**src/rtl/digit_serial_addsub.sv**
```systemverilog
// -----------------------------------------------------------------------------
// digit_serial_addsub
//
// Multi-cycle add/subtract unit for wide operands. It computes a+b+cin or
// a-b-cin over WIDTH bits, handling DIGIT bits per clock, LSB digit first.
// The carry/borrow chain is held in a flop between digits. After the last
// digit, the unit reports the following:
//   - the result, wrapped or saturated on signed overflow
//   - the raw carry/borrow-out
//   - signed overflow
//   - a zero flag
//
// Sequence: IDLE -> RUN (NDIG cycles, one digit each) -> DONE (1 cycle) -> IDLE.
//
// Ports
//   clk       rising-edge clock
//   rst       synchronous active-high reset (wins over everything)
//   start     request, accepted only in IDLE
//   op_sub    0: a+b+cin, 1: a-b-cin            (sampled with start)
//   sat_en    clamp result on signed overflow   (sampled with start)
//   a, b      WIDTH-bit operands                (sampled with start)
//   cin       carry-in (add) / borrow-in (sub)  (sampled with start)
//   busy      high in RUN and DONE
//   done      one-cycle pulse; result/flags valid from this cycle
//   result    final result (post-saturation)
//   cout      carry-out (add) / borrow-out (sub), never saturated
//   overflow  signed overflow of the true result
//   zero      result == 0 (after saturation)
// -----------------------------------------------------------------------------
module digit_serial_addsub #(
    parameter int WIDTH = 16,
    parameter int DIGIT = 4
) (
    input  logic             clk,
    input  logic             rst,
    input  logic             start,
    input  logic             op_sub,
    input  logic             sat_en,
    input  logic [WIDTH-1:0] a,
    input  logic [WIDTH-1:0] b,
    input  logic             cin,
    output logic             busy,
    output logic             done,
    output logic [WIDTH-1:0] result,
    output logic             cout,
    output logic             overflow,
    output logic             zero
);

    localparam int NDIG  = WIDTH / DIGIT;
    localparam int CNT_W = (NDIG > 1) ? $clog2(NDIG) : 1;
    localparam logic [CNT_W-1:0] LAST_CNT = CNT_W'(NDIG - 1);
    localparam logic [WIDTH-1:0] MOST_POS = {1'b0, {(WIDTH-1){1'b1}}};
    localparam logic [WIDTH-1:0] MOST_NEG = {1'b1, {(WIDTH-1){1'b0}}};

    typedef enum logic [1:0] {
        S_IDLE = 2'd0,
        S_RUN  = 2'd1,
        S_DONE = 2'd2
    } state_t;

    state_t r_state;
    state_t w_state_next;

    // Operand shift registers: the current digit always sits in the low DIGIT bits.
    // B is stored already inverted for subtraction, so the datapath is a plain adder.
    logic [WIDTH-1:0] r_a_sh;
    logic [WIDTH-1:0] r_b_sh;
    logic [WIDTH-1:0] r_sum;
    logic             r_carry;
    logic [CNT_W-1:0] r_cnt;
    logic             r_op_sub;
    logic             r_sat_en;
    logic             r_a_msb;     // sign of A
    logic             r_b_msb;     // sign of the effective addend (B or ~B)

    logic [WIDTH-1:0] r_result;
    logic             r_cout;
    logic             r_overflow;
    logic             r_zero;

    logic [DIGIT-1:0] w_a_d;
    logic [DIGIT-1:0] w_b_d;
    logic [DIGIT:0]   w_digit_full;
    logic [DIGIT-1:0] w_digit_sum;
    logic             w_digit_c;
    logic [WIDTH-1:0] w_a_sh_next;
    logic [WIDTH-1:0] w_b_sh_next;
    logic [WIDTH-1:0] w_sum_final;
    logic             w_last;
    logic             w_raw_ov;
    logic [WIDTH-1:0] w_sat_value;
    logic [WIDTH-1:0] w_final_result;
    logic             w_final_cout;

    // ---------------------------------------------------------------- datapath
    assign w_a_d        = r_a_sh[DIGIT-1:0];
    assign w_b_d        = r_b_sh[DIGIT-1:0];
    assign w_digit_full = {1'b0, w_a_d} + {1'b0, w_b_d} + {{DIGIT{1'b0}}, r_carry};
    assign w_digit_sum  = w_digit_full[DIGIT-1:0];
    assign w_digit_c    = w_digit_full[DIGIT];
    assign w_last       = (r_cnt == LAST_CNT);

    generate
        if (NDIG == 1) begin : g_single
            assign w_a_sh_next = '0;
            assign w_b_sh_next = '0;
        end else begin : g_multi
            assign w_a_sh_next = {{DIGIT{1'b0}}, r_a_sh[WIDTH-1:DIGIT]};
            assign w_b_sh_next = {{DIGIT{1'b0}}, r_b_sh[WIDTH-1:DIGIT]};
        end
    endgenerate

    // The partial sum is assembled in place.
    // The digit being processed this cycle is spliced into its slot, so on the
    // last RUN cycle w_sum_final is the complete wrapped sum.
    genvar gi;
    generate
        for (gi = 0; gi < NDIG; gi++) begin : g_sum_dig
            assign w_sum_final[gi*DIGIT +: DIGIT] =
                (r_cnt == CNT_W'(gi)) ? w_digit_sum : r_sum[gi*DIGIT +: DIGIT];
        end
    endgenerate

    // Subtraction runs as A + ~B + ~borrow_in.
    // This is an exact two's-complement addition of two WIDTH-bit signed values
    // plus a carry, so overflow is "same input signs, different result sign".
    assign w_raw_ov       = (r_a_msb == r_b_msb) && (w_sum_final[WIDTH-1] != r_a_msb);
    assign w_sat_value    = r_a_msb ? MOST_NEG : MOST_POS;
    assign w_final_result = (r_sat_en && w_raw_ov) ? w_sat_value : w_sum_final;
    // The inverted-borrow chain yields carry=1 when no borrow occurred.
    assign w_final_cout   = r_op_sub ? ~w_digit_c : w_digit_c;

    // ---------------------------------------------------------------- FSM
    always_comb begin
        w_state_next = r_state;
        case (r_state)
            S_IDLE:  if (start) w_state_next = S_RUN;
            S_RUN:   if (w_last) w_state_next = S_DONE;
            S_DONE:  w_state_next = S_IDLE;
            default: w_state_next = S_IDLE;
        endcase
    end

    always_ff @(posedge clk) begin
        if (rst) begin
            r_state    <= S_IDLE;
            r_a_sh     <= '0;
            r_b_sh     <= '0;
            r_sum      <= '0;
            r_carry    <= 1'b0;
            r_cnt      <= '0;
            r_op_sub   <= 1'b0;
            r_sat_en   <= 1'b0;
            r_a_msb    <= 1'b0;
            r_b_msb    <= 1'b0;
            r_result   <= '0;
            r_cout     <= 1'b0;
            r_overflow <= 1'b0;
            r_zero     <= 1'b0;
        end else begin
            r_state <= w_state_next;
            case (r_state)
                S_IDLE: begin
                    if (start) begin
                        r_a_sh   <= a;
                        r_b_sh   <= op_sub ? ~b : b;
                        r_sum    <= '0;
                        r_carry  <= op_sub ? ~cin : cin;
                        r_cnt    <= '0;
                        r_op_sub <= op_sub;
                        r_sat_en <= sat_en;
                        r_a_msb  <= a[WIDTH-1];
                        r_b_msb  <= op_sub ? ~b[WIDTH-1] : b[WIDTH-1];
                    end
                end
                S_RUN: begin
                    r_a_sh  <= w_a_sh_next;
                    r_b_sh  <= w_b_sh_next;
                    r_sum   <= w_sum_final;
                    r_carry <= w_digit_c;
                    r_cnt   <= r_cnt + CNT_W'(1);
                    // Outputs change only on the edge that enters DONE.
                    if (w_last) begin
                        r_result   <= w_final_result;
                        r_cout     <= w_final_cout;
                        r_overflow <= w_raw_ov;
                        r_zero     <= (w_final_result == '0);
                    end
                end
                default: ;
            endcase
        end
    end

    assign busy     = (r_state != S_IDLE);
    assign done     = (r_state == S_DONE);
    assign result   = r_result;
    assign cout     = r_cout;
    assign overflow = r_overflow;
    assign zero     = r_zero;

endmodule
```
**config.mk**
```make
export PLATFORM = sky130hd
export DESIGN_NAME = digit_serial_addsub
export DESIGN_NICKNAME = d
export VERILOG_FILES = /design/src/rtl/digit_serial_addsub.sv
export SDC_FILE = /design/constraint.sdc
export NUM_CORES = 1
export LEC_CHECK = 0
export CAP_MARGIN = 5
export CORE_MARGIN = 1.5
export CORE_UTILIZATION = 25
export CTS_CLUSTER_DIAMETER = 100
export CTS_CLUSTER_SIZE = 10
export DETAILED_ROUTE_END_ITERATION = 6
export PLACE_DENSITY_LB_ADDON = 0.12
export SLEW_MARGIN = 15
export SYNTH_ARGS = -nofsm -noshare
export SYNTH_HDL_FRONTEND = slang
export SYNTH_SLANG_ARGS = --single-unit
```
**constraint.sdc**
```tcl
create_clock -name clk -period 6.4 [get_ports clk]
set_input_delay 1.28 -clock clk [delete_from_list [all_inputs] [get_ports clk]]
set_output_delay 1.28 -clock clk [all_outputs]
set_load 0.05 [all_outputs]
```
# Word level (Yosys, flattened, before mapping)

Cells that the tools add are included.

Bits in registers: 76
Bits of input ports: 38

Add/sub/neg operators: 3
Eq/ne operators: 9
Multiplexer cells: 23
Bitwise operators: 4
Reductions and logical operators: 11

Operator list:

| cell                  | count |
|---|---|
| $mux W16              | 6 |
| $pmux W16 S2          | 3 |
| $logic_not A16 Y1     | 1 |
| $mux W4               | 4 |
| $not A16 Y16          | 1 |
| $pmux W2 S2           | 2 |
| $reduce_and A2 Y1     | 4 |
| $eq A2 B2 Y1 const B  | 3 |
| $mux W2               | 3 |
| $add A4 B4 Y5         | 1 |
| $add A5 B1 Y5         | 1 |
| $eq A2 B1 Y1 const B  | 2 |
| $logic_not A2 Y1      | 2 |
| $mux W1               | 4 |
| $ne A2 B2 Y1 const B  | 2 |
| $reduce_bool A2 Y1    | 2 |
| $not A1 Y1            | 3 |
| $add A2 B1 Y2 const B | 1 |
| $logic_and A1 B1 Y1   | 2 |
| $pmux W1 S2           | 1 |
| $eq A1 B1 Y1          | 1 |
| $ne A1 B1 Y1          | 1 |

# Longest topological paths before layout

Gate-level depths: netlist of the first run.

Depth in word-level cells: 8
Mapped depth: 9
Depth with buffers taken out: 8

# Least setup slack after synthesis of the first run

OpenSTA, ideal clock, no wires.

Kind: input-to-reg
Start: in op_sub
End: reg r_b_sh[10]
Arrival time: 2.391 ns
Setup slack: 3.882 ns
Stages on the path: 6
Cell sequence: buf_2 buf_1 xnor2_1 nor2_1 a221oi_1 nor2_1

Longest elaborated chain between the ends: 3

RTL lines:

| what                   | line | text |
|---|---|---|
| start: declaration     | 37   | `input logic op_sub,` |
| $mux W16               | 167  | `r_b_sh <= op_sub ? ~b : b;` |
| $mux W16               | 165  | `if (start) begin` |
| $pmux W16 S2           | 163  | `case (r_state)` |
| end signal: assignment | 167  |  |
| end signal: assignment | 179  | `r_b_sh <= w_b_sh_next;` |
| end: declaration       | 68   | `logic [WIDTH-1:0] r_b_sh;` |

Every way passes these cells. The select of a mux whose other input is x is not followed.
A chain may end at the register's enable or synchronous reset.

# Worst setup path in the final report of the first run

Start: in start
End: reg r_b_sh[5]

Longest elaborated chain between the ends: 2

RTL lines:

| what                               | line | text |
|---|---|---|
| start: declaration                 | 36   | `input logic start,` |
| $ne A2 B2 Y1 (no source line)      | -    |  |
| $reduce_and A2 Y1 (no source line) | -    |  |

Every way passes these cells.

==> reports/qor.csv, run 1 <==
stage;metric;value;unit
clocking;CTS clk-pin slew, worst paths;0.06;ns
worst_setup_path;crit-path cells;clkdlybuf4s50_1 -> inv_1 -> nor2_2 -> nor2_1 -> a221oi_1 -> nor2_1;
logic_synthesis;synthesized area;0.00370;mm2
clocking;CTS Root Buffer Type;clkbuf_16;
timing;final setup vio count;0;
logic_synthesis;fraction of registers with async set/reset;0;
route;drt via density;4.86;
timing;final slew viol count;0;
worst_setup_path;CP Depth;6;
timing;final hold vios;0;
timing;Fin Clk Skew;0.00919;ns
timing;fmax;0.300;GHz
worst_setup_path;family with the most delay on the worst path;simple AND/OR/NAND/NOR gates;
cells_and_area;area of the multi-input gates;0.00201;mm2
floorplan;Core Box Area;0.0145;mm2
floorplan;Site Rows;44;
cells_and_area;diodes inserted;0;
placement;Placed Instances;668;
floorplan;Die Wd;125;um
worst_setup_path;CP max stage delay;0.77;ns
global_route;vias in the first global route;3104;
floorplan;DIE HEIGHT;125;um
cells_and_area;fin nets;542;
timing;slew margin rel.;0.332;
logic_synthesis;Yosys Warn Count;0;
cells_and_area;share of cells above drive strength 1;0.0620;
floorplan;# IOs;59;
logic_synthesis;Post-synth EDFFs;0;
worst_setup_path;Critical Path AT;3.53;ns
floorplan;die area;0.0155;mm2
cells_and_area;Area Growth Syn to Fin;27.1;%
route;total wire length;9950;um
worst_setup_path;Crit path buffers/inverters;2;
clocking;CTS max path bufs;2;
logic_synthesis;mean post-synth cell area;8.12;um2
clocking;# clock sinks;76;
clocking;Post-CTS Setup Bufs;0;
global_route;grt ovf;0;
worst_setup_path;CP max stage cell;nor2_2;
status;outcome;completed;
logic_synthesis;Cell variety after synth;50;
timing;period utilization;0.520;
cells_and_area;Fill cells;1547;
power_and_ir_drop;PD cells;259;mW/mm2
cells_and_area;FF+latch area;0.00152;mm2
worst_setup_path;Crit Path Max Fanout;25;
placement;DP HPWL;6710;um
cells_and_area;fin cells;684;
clocking;cts bufs inserted;9;
worst_setup_path;Setup CP Type;input port to flip-flop;
timing;setup TNS;0;ns
worst_setup_path;crit path capture type;flip-flop;
placement;gpl congestion;0.746;
worst_setup_path;WP data required;6.60;ns
route;Routed Antenna Nets;0;
clocking;hold buffer count at CTS;0;
clocking;H-tree depth;3;
global_route;initial antenna violation count;0;
clocking;CTS resizes;0;
route;DR vias;3323;
timing;Slew @ Worst Pin;0.998;ns
global_route;largest net degree at the start of global routing;76;
global_route;GRT Overall Usage;0.133;
clocking;later-pin clock latency in the skew report;0.34;ns
logic_synthesis;synthesized instance count;456;
flow_run;Max-Cap Viols;0;
worst_setup_path;Reg2Reg Depth;5;
power_and_ir_drop;leakage;1.67;nW
worst_hold_path;hold path depth;2;
route;Starting DRT DRC Count;110;
clocking;CTS tree;yes;
logic_synthesis;Seq/Total Area, Yosys;0.411;
timing;crit path time final;3.33;ns
worst_hold_path;worst hold path class;flip-flop to flip-flop;
logic_synthesis;Syn Nets;503;
route;DRC viols;0;
route;Routed WL per cell;14.5;um
logic_synthesis;Yosys reg bits;76;
timing;unrepaired setup endpoints after global routing;no;
placement;port buffer count;58;
worst_setup_path;Critical Path Source Type;input port;
floorplan;Initial Utilization;0.256;
route;drt first pass iters;5;
global_route;first-pass GRT wire length;16500;um
worst_setup_path;R2R setup slack;3.81;ns
worst_setup_path;most used cell, CP;nor2_1;
power_and_ir_drop;VDD IR-drop max;124;uV
logic_synthesis;Main synth FF type;dfxtp_1;
-- worst register-to-register path: stages (launching register included) --
cell and delay (ns):
dfxtp_1 0.39, or2_2 0.37, nor2_2 0.76, nor2_1 0.49, a221oi_1 0.38, nor2_1 0.06
-- kinds of logic after synthesis --
group,Yosys count,share of synthesized area
DFF,76,0.411
xor gates and xnor gates,18,0.0426
buffers and inverters,43,0.0473
muxes,8,0.0223
and+or+nand+nor,182,0.216
adders and majority gates,9,0.0345
AOI/OAI and AO/OA,120,0.226
-- layer usage --
layer	vias to the layer above	global-route usage	share of wire
li1	1685	-	-
met3	12	0.0369	0.045
met1	1543	0.186	0.52
met2	83	0.192	0.42
met4	0	0.0500	0.016
met5	-	0	0
-- cell usage after synthesis (all sizes together), types with 3 or more instances --
| cell | count | share of area |
|---|---|---|
| dfxtp | 76 | 0.41 |
| buf | 12 | 0.016 |
| clkbuf | 23 | 0.023 |
| a211o | 7 | 0.017 |
| o21ai | 16 | 0.022 |
| xnor2 | 13 | 0.031 |
| a21oi | 36 | 0.049 |
| a22oi | 4 | 0.0081 |
| a211oi | 6 | 0.012 |
| a2bb2oi | 4 | 0.0095 |
| a31oi | 5 | 0.013 |
| and2 | 3 | 0.0051 |
| xor2 | 5 | 0.012 |
| mux2i | 6 | 0.016 |
| nand2b | 3 | 0.0051 |
| nand3b | 5 | 0.010 |
| o21bai | 4 | 0.0081 |
| nand3 | 18 | 0.024 |
| nor2 | 82 | 0.084 |
| inv | 8 | 0.0081 |
| a311oi | 13 | 0.031 |
| nor3 | 3 | 0.0041 |
| ha | 7 | 0.024 |
| nor2b | 9 | 0.015 |
| a221oi | 12 | 0.028 |
| nand2 | 51 | 0.052 |
-- path summary, 6_finish.rpt --
path                           startpoint                     end
setup / recovery                    start  r_b_sh[5]$_SDFFE_PP0P_
hold / removal          cout$_SDFFE_PP0P_       cout$_SDFFE_PP0P_
setup reg to reg  r_state[0]$_SDFFE_PP0P_  r_b_sh[5]$_SDFFE_PP0P_
hold reg to reg         cout$_SDFFE_PP0P_       cout$_SDFFE_PP0P_
-- layout make-up --
cell class / count / share of cell area
well taps: 184 / 0.0489
flip-flops and latches: 76 / 0.323
inverters: 8 / 0.00638
clock inverters: 5 / 0.0128
repair buffers: 63 / 0.130
multi-input cells: 337 / 0.427
clock buffers: 11 / 0.0516
-- through the flow --
stage	worst slack (ns)	utilization	hold slack [ns]	instance area (um2)	power (mW)
floorplan	3.88	-	0.437	3700	0.642
global placement	2.72	0.304	0.447	4400	0.705
detailed placement	2.62	0.304	0.454	4400	0.707
CTS	2.99	0.325	0.463	4710	1.23
global route	2.74	0.325	0.482	4710	1.28
finish	3.07	0.325	0.461	4710	1.22
-- power breakdown --
group,total (mW),switching (mW),internal [mW],leakage [nW]
combinational,0.183,0.106,0.0766,0.907
clock,0.522,0.207,0.314,0.146
sequential,0.513,0.0166,0.496,0.619
total,1.22,0.330,0.887,1.67
-- placed cells by master (no fill, tap or decap), drive strengths merged, types with 2 or more instances in the layout --
cell type	count
o21ai	16
a22oi	4
nor3	3
o31ai	2
clkinv	2
ha	7
a31oi	5
a221oi	12
mux2i	6
a21oi	36
o221ai	2
xor2	5
nand2b	3
a32oi	2
nand3b	5
a311oi	13
o21bai	4
mux2	2
clkbuf	11
fa	2
nand3	18
nand2	51
buf	6
a211oi	6
and2	3
a2bb2oi	4
nor2	82
inv	9
dfxtp	76
nor2b	9
xnor2	13
clkdlybuf4s50	57
or3b	2
a211o	7
-- sequential cells by signal, summed over array words and instances, names as in the netlist --
signal / cells
r_a_sh: 16
r_b_sh: 16
r_sum: 16
result: 16
r_cnt: 2
r_state: 2
cout: 1
overflow: 1
r_a_msb: 1
r_b_msb: 1
r_carry: 1
r_op_sub: 1
r_sat_en: 1
zero: 1
Power figures use the tool's default switching activity.
==> inputs of run 2 (changes only) <==
clock period = 3.3 ns   (was 6.4 ns; I/O delays follow)
==> reports/qor.csv, run 2 (synthesis gave the netlist of run 1 again) <==
stage;metric;value;unit;change
timing;fmax;0.402;GHz;
cells_and_area;commonest non-fill, non-tap cell in the layout;nor2_1;;unchanged
worst_setup_path;crit path capture type;output port;;was flip-flop
clocking;CTS Root Buffer Type;clkbuf_16;;unchanged
timing;setup TNS;0;ns;unchanged
global_route;met3 Usage GRT;0.0387;;was 0.0369
worst_setup_path;worst reg2reg path startpoint;r_b_sh[0]$_SDFFE_PP0P_;;was r_state[0]$_SDFFE_PP0P_
floorplan;die area;0.0155;mm2;unchanged
timing;slew margin rel.;0.370;;was 0.332
route;Routed WL per cell;14.3;um;was 14.5 um
global_route;grt ovf;0;;unchanged
cells_and_area;fin cells;685;;was 684
power_and_ir_drop;Reg power frac;0.444;;was 0.421
power_and_ir_drop;internal power;1.63;mW;was 887 uW
cells_and_area;most frequent cells in the layout;nor2_1, dfxtp_1, clkdlybuf4s50_1;;unchanged
cells_and_area;diodes inserted;0;;unchanged
floorplan;Core Box Area;0.0145;mm2;unchanged
global_route;met1 Track Usage GR;0.168;;was 0.186
power_and_ir_drop;Clk pwr share;0.397;;was 0.429
clocking;cts bufs inserted;9;;unchanged
timing;period utilization;0.754;;
timing;Slew @ Worst Pin;0.942;ns;was 0.998 ns
placement;port buffer count;58;;unchanged
worst_setup_path;crit-path cells;or2_2 -> clkdlybuf4s50_1;;was clkdlybuf4s50_1 -> inv_1 -> nor2_2 -> nor2_1 -> a221oi_1 -> nor2_1
clocking;later-pin clock latency in the skew report;0.34;ns;about the same
timing;unrepaired setup endpoints after global routing;no;;unchanged
clocking;CTS max path bufs;2;;unchanged
worst_setup_path;CP max stage cell;clkdlybuf4s50_1;;was nor2_2
route;Starting DRT DRC Count;116;;was 110
global_route;vias in the first global route;3154;;was 3,104
global_route;routing usage on met2;0.200;;was 0.192
power_and_ir_drop;Sw Ratio;0.270;;was 0.271
timing;Fin Clk Skew;0.00781;ns;was 0.00919 ns
worst_hold_path;worst hold path class;flip-flop to flip-flop;;unchanged
route;drt via density;4.82;;was 4.86
worst_setup_path;Crit Path Max Fanout;7;;was 25
clocking;# clock sinks;76;;unchanged
global_route;global route hottest layer;met2;;unchanged
clocking;CTS resizes;0;;unchanged
timing;final slew viol count;0;;unchanged
power_and_ir_drop;VDD IR-drop max;230;uV;was 124 uV
worst_setup_path;Critical Path AT;1.83;ns;was 3.53 ns
route;DRC viols;0;;unchanged
power_and_ir_drop;leakage;1.67;nW;about the same
floorplan;Initial Utilization;0.256;;unchanged
worst_setup_path;origin of the worst setup path;r_state[0]$_SDFFE_PP0P_;;was start
status;outcome;completed;;unchanged
floorplan;DIE HEIGHT;125;um;unchanged
placement;Placed Instances;671;;was 668
clocking;H-tree depth;3;;unchanged
cells_and_area;share of cells above drive strength 1;0.0619;;was 0.0620
worst_setup_path;CP max stage delay;0.80;ns;was 0.77 ns
global_route;GRT Overall Usage;0.129;;was 0.133
flow_run;Max-Cap Viols;0;;unchanged
worst_hold_path;hold_sp;cout$_SDFFE_PP0P_;;unchanged
global_route;largest net degree at the start of global routing;75;;was 76
timing;final setup vio count;0;;unchanged
route;drt first pass iters;5;;unchanged
route;DR vias;3304;;was 3,323
clocking;CTS tree;yes;;unchanged
global_route;first-pass GRT wire length;15900;um;was 16,500 um
power_and_ir_drop;Comb pwr share;0.159;;was 0.150
worst_setup_path;Critical Path Source Type;flip-flop;;was input port
floorplan;Die Wd;125;um;unchanged
clocking;hold buffer count at CTS;0;;unchanged
placement;DP HPWL;6800;um;was 6710 um
floorplan;Site Rows;44;;unchanged
power_and_ir_drop;PD cells;478;mW/mm2;was 259 mW/mm2
timing;final hold vios;0;;unchanged
cells_and_area;Fill cells;1570;;was 1,547
worst_setup_path;Setup CP Type;flip-flop to output port;;was input port to flip-flop
worst_setup_path;WP data required;2.64;ns;was 6.60 ns
power_and_ir_drop;switching pwr;605;uW;was 330 uW
cells_and_area;Area Growth Syn to Fin;26.5;%;was 27.1%
cells_and_area;fin nets;545;;was 542
timing;crit path time final;2.49;ns;
floorplan;# IOs;59;;unchanged
global_route;initial antenna violation count;0;;unchanged
route;Routed Antenna Nets;0;;unchanged
clocking;Post-CTS Setup Bufs;0;;unchanged
clocking;CTS clk-pin slew, worst paths;0.06;ns;about the same
placement;gpl congestion;0.752;;was 0.746
route;total wire length;9810;um;was 9950 um
## run 2: power groups by stage
stage	clock, mW	combinational, mW	sequential, mW
after floorplan	0	0.240	1.00
after global placement	0	0.363	1.01
after detailed placement	0	0.363	1.01
after CTS	0.921	0.364	0.994
after global routing	0.964	0.396	1.00
final	0.888	0.357	0.994
## run 2: area by class of cell
type                       instances  area [um2]  share of cell area
clock buffer                      12         246              0.0526
clock inverter                     2        12.5             0.00267
inverter                           8        30.0             0.00641
multi-input combinational        337        2010               0.429
sequential                        76        1520               0.325
tap                              184         230              0.0491
timing repair buffer              66         636               0.136
## run 2: per-layer routing
layer | up-vias | part of all wire
met5 | - | 0
met4 | 0 | 0.014
met3 | 10 | 0.053
met2 | 87 | 0.44
met1 | 1524 | 0.49
li1 | 1683 | -
## run 2: through the flow
step           hold slack (ns)  setup slack [ns]  instance area (um2)  utilization  total power [mW]
6_report                 0.450             0.811                 4680        0.324              2.24
4_1_cts                  0.457             0.804                 4680        0.324              2.28
3_5_place_dp             0.447             0.718                 4430        0.306              1.38
2_1_floorplan            0.437              1.23                 3700            -              1.24
3_3_place_gp             0.448             0.769                 4430        0.306              1.38
5_1_grt                  0.485             0.744                 4680        0.324              2.36
## run 2: critical path, delay by kind of cell (launching register included)
| kind | cells | cell delay [ns] |
|---|---|---|
| buf+inv | 1 | 0.80 |
| flops | 1 | 0.50 |
| simple gates | 1 | 0.19 |
## run 2: final timing paths
path,end,slack (ns),cells after the start
setup / recovery,busy,0.81,2
hold / removal,cout$_SDFFE_PP0P_,0.45,2
setup reg to reg,result[10]$_SDFFE_PP0P_,0.95,7
hold reg to reg,cout$_SDFFE_PP0P_,0.45,2
==> inputs of run 3 (changes only) <==
clock period = 2.04 ns   (was 3.3 ns; I/O delays follow)
==> reports/qor.csv, run 3 (synthesis gave the netlist of run 1 again) <==
stage;metric;value;unit;change
status;outcome;finished, violations left;;was completed
status;failing checks;setup timing;;
cells_and_area;share of cells above drive strength 1;0.168;;was 0.0619
cells_and_area;fin nets;577;;was 545
worst_setup_path;R2R setup slack;-0.04;ns;was 0.95 ns
clocking;H-tree depth;3;;unchanged
clocking;CTS Root Buffer Type;clkbuf_16;;unchanged
route;DRC viols;0;;unchanged
worst_setup_path;WP data required;2.29;ns;was 2.64 ns
cells_and_area;Area Growth Syn to Fin;39.2;%;was 26.5%
clocking;# clock sinks;76;;unchanged
placement;gpl congestion;0.766;;was 0.752
route;total wire length;10400;um;was 9810 um
timing;fmax;0.481;GHz;
clocking;CTS clk-pin slew, worst paths;0.06;ns;about the same
cells_and_area;design area;0.00515;mm2;was 0.00468 mm2
worst_setup_path;Reg2Reg Depth;7;;unchanged
worst_setup_path;Critical Path AT;2.33;ns;was 1.83 ns
timing;final slew viol count;0;;unchanged
route;Routed WL per cell;14.4;um;was 14.3 um
placement;DP HPWL;7200;um;was 6800 um
clocking;cts bufs inserted;9;;unchanged
clocking;hold buffer count at CTS;0;;unchanged
worst_setup_path;crit path capture type;flip-flop;;was output port
timing;period utilization;1.02;;
worst_hold_path;Hold Path Sink;cout$_SDFFE_PP0P_;;unchanged
floorplan;Site Rows;44;;unchanged
placement;Placed Instances;698;;was 671
placement;DP Area;0.00468;mm2;was 0.00443 mm2
worst_setup_path;Setup CP Type;flip-flop to flip-flop;;was flip-flop to output port
timing;Setup WS post-layout;-0.0391;ns;was 0.811 ns
timing;Slew @ Worst Pin;0.670;ns;was 0.942 ns
power_and_ir_drop;PD cells;759;mW/mm2;was 478 mW/mm2
route;drt first pass iters;4;;was 5
route;DR vias;3435;;was 3,304
timing;crit path time final;2.08;ns;
cells_and_area;fin cells;719;;was 685
clocking;later-pin clock latency in the skew report;0.34;ns;about the same
timing;final setup vio count;1;;was 0
power_and_ir_drop;VDD IR-drop max;441;uV;was 230 uV
global_route;grt ovf;0;;unchanged
floorplan;Die Wd;125;um;unchanged
global_route;largest net degree at the start of global routing;75;;unchanged
worst_setup_path;Critical Path Source Type;flip-flop;;unchanged
timing;unrepaired setup endpoints after global routing;yes;;was no
cells_and_area;most frequent cells in the layout;nor2_1, dfxtp_1, clkdlybuf4s50_1;;unchanged
global_route;first-pass GRT wire length;17500;um;was 15,900 um
power_and_ir_drop;Overall Power;3.91;mW;was 2.24 mW
worst_hold_path;worst hold path class;flip-flop to flip-flop;;unchanged
cells_and_area;commonest non-fill, non-tap cell in the layout;nor2_1;;unchanged
worst_setup_path;worst reg2reg path startpoint;r_a_sh[0]$_SDFFE_PP0P_;;was r_b_sh[0]$_SDFFE_PP0P_
clocking;CTS max path bufs;2;;unchanged
route;Routed Antenna Nets;0;;unchanged
timing;final hold vios;0;;unchanged
floorplan;die area;0.0155;mm2;unchanged
timing;slew margin rel.;0.553;;was 0.370
global_route;initial antenna violation count;0;;unchanged
cells_and_area;diodes inserted;0;;unchanged
route;Starting DRT DRC Count;152;;was 116
cells_and_area;Fill cells;1531;;was 1,570
route;drt via density;4.78;;was 4.82
global_route;GRT Overall Usage;0.140;;was 0.129
floorplan;DIE HEIGHT;125;um;unchanged
placement;port buffer count;58;;unchanged
global_route;vias in the first global route;3346;;was 3,154
worst_hold_path;hold_sp;cout$_SDFFE_PP0P_;;unchanged
floorplan;# IOs;59;;unchanged
worst_hold_path;hold path depth;2;;unchanged
worst_setup_path;worst reg2reg endpoint;zero$_SDFFE_PP0P_;;was result[10]$_SDFFE_PP0P_
floorplan;Initial Utilization;0.256;;unchanged
clocking;CTS tree;yes;;unchanged
flow_run;Max-Cap Viols;0;;unchanged
floorplan;Core Box Area;0.0145;mm2;unchanged
power_and_ir_drop;leakage;1.89;nW;was 1.67 nW
timing;Fin Clk Skew;0.00478;ns;was 0.00781 ns
worst_setup_path;Crit Path Max Fanout;6;;was 7
==> run 3: cell count changes in the layout (fill, tap and decap cells not counted), moves of 2 or more <==
cell / change
buf_4: +26
dfxtp_1: -7
dfxtp_2: +7
buf_12: +5
ha_1: -3
o21ai_0: -3
buf_6: +2
clkdlybuf4s50_1: -2
fa_1: -2
fa_2: +2
ha_4: +2
mux2i_1: -2
mux2i_2: +2
o21ai_2: +2
==> run 3: where the power goes <==
part / internal (mW) / switching, mW / total (mW)
Sequential: 1.56 / 0.0527 / 1.61
Combinational: 0.316 / 0.358 / 0.675
Clock: 1.01 / 0.616 / 1.63
Total: 2.89 / 1.03 / 3.91
==> run 3: layout make-up <==
class                   count  area (um2)  share of cell area
clock inverters             4        47.5             0.00923
inverters                   8        30.0             0.00583
flip-flops and latches     76        1530               0.297
repair buffers             98         942               0.183
multi-input cells         337        2120               0.411
well taps                 184         230              0.0447
clock buffers              12         256              0.0498
==> run 3: timing repair <==
action	CTS	global route
setup buffers	2	3
gates resized for setup	18	14
pin swaps	3	5
setup endpoints to repair	22	23
==> run 3: worst max-delay path by stage <==
stage,from,endpoint,slack (ns),cells past startpoint
after global placement,r_a_sh[0]$_SDFFE_PP0P_,result[2]$_SDFFE_PP0P_,-0.27,7
after CTS,r_b_sh[0]$_SDFFE_PP0P_,zero$_SDFFE_PP0P_,-0.1,7
after floorplan,r_a_sh[0]$_SDFFE_PP0P_,zero$_SDFFE_PP0P_,0.02,8
final,r_a_sh[0]$_SDFFE_PP0P_,zero$_SDFFE_PP0P_,-0.04,7
after detailed placement,r_b_sh[0]$_SDFFE_PP0P_,result[10]$_SDFFE_PP0P_,-0.29,7
after global routing,r_b_sh[0]$_SDFFE_PP0P_,zero$_SDFFE_PP0P_,-0.13,7
==> run 3: through the flow <==
step | utilization | setup TNS (ns) | hold slack (ns) | setup slack (ns)
floorplan | - | 0 | 0.437 | 0.0194
global placement | 0.323 | -7.41 | 0.450 | -0.266
detailed placement | 0.323 | -7.13 | 0.451 | -0.285
CTS | 0.350 | -0.102 | 0.458 | -0.0993
global route | 0.356 | -0.578 | 0.480 | -0.130
finish | 0.356 | -0.0391 | 0.453 | -0.0391
==> run 3: metal layers <==
layer | global-route usage | share of wire
met5 | 0 | 0
met1 | 0.187 | 0.50
met3 | 0.0301 | 0.047
met2 | 0.221 | 0.44
met4 | 0.0521 | 0.013
==> run 3: critical path, stage by stage (launching register included) <==
cell,delay (ns)
dfxtp_2,0.34
fa_2,0.23
inv_1,0.06
fa_2,0.60
o221ai_1,0.14
nor4b_2,0.24
nand3_1,0.18
o31ai_1,0.21
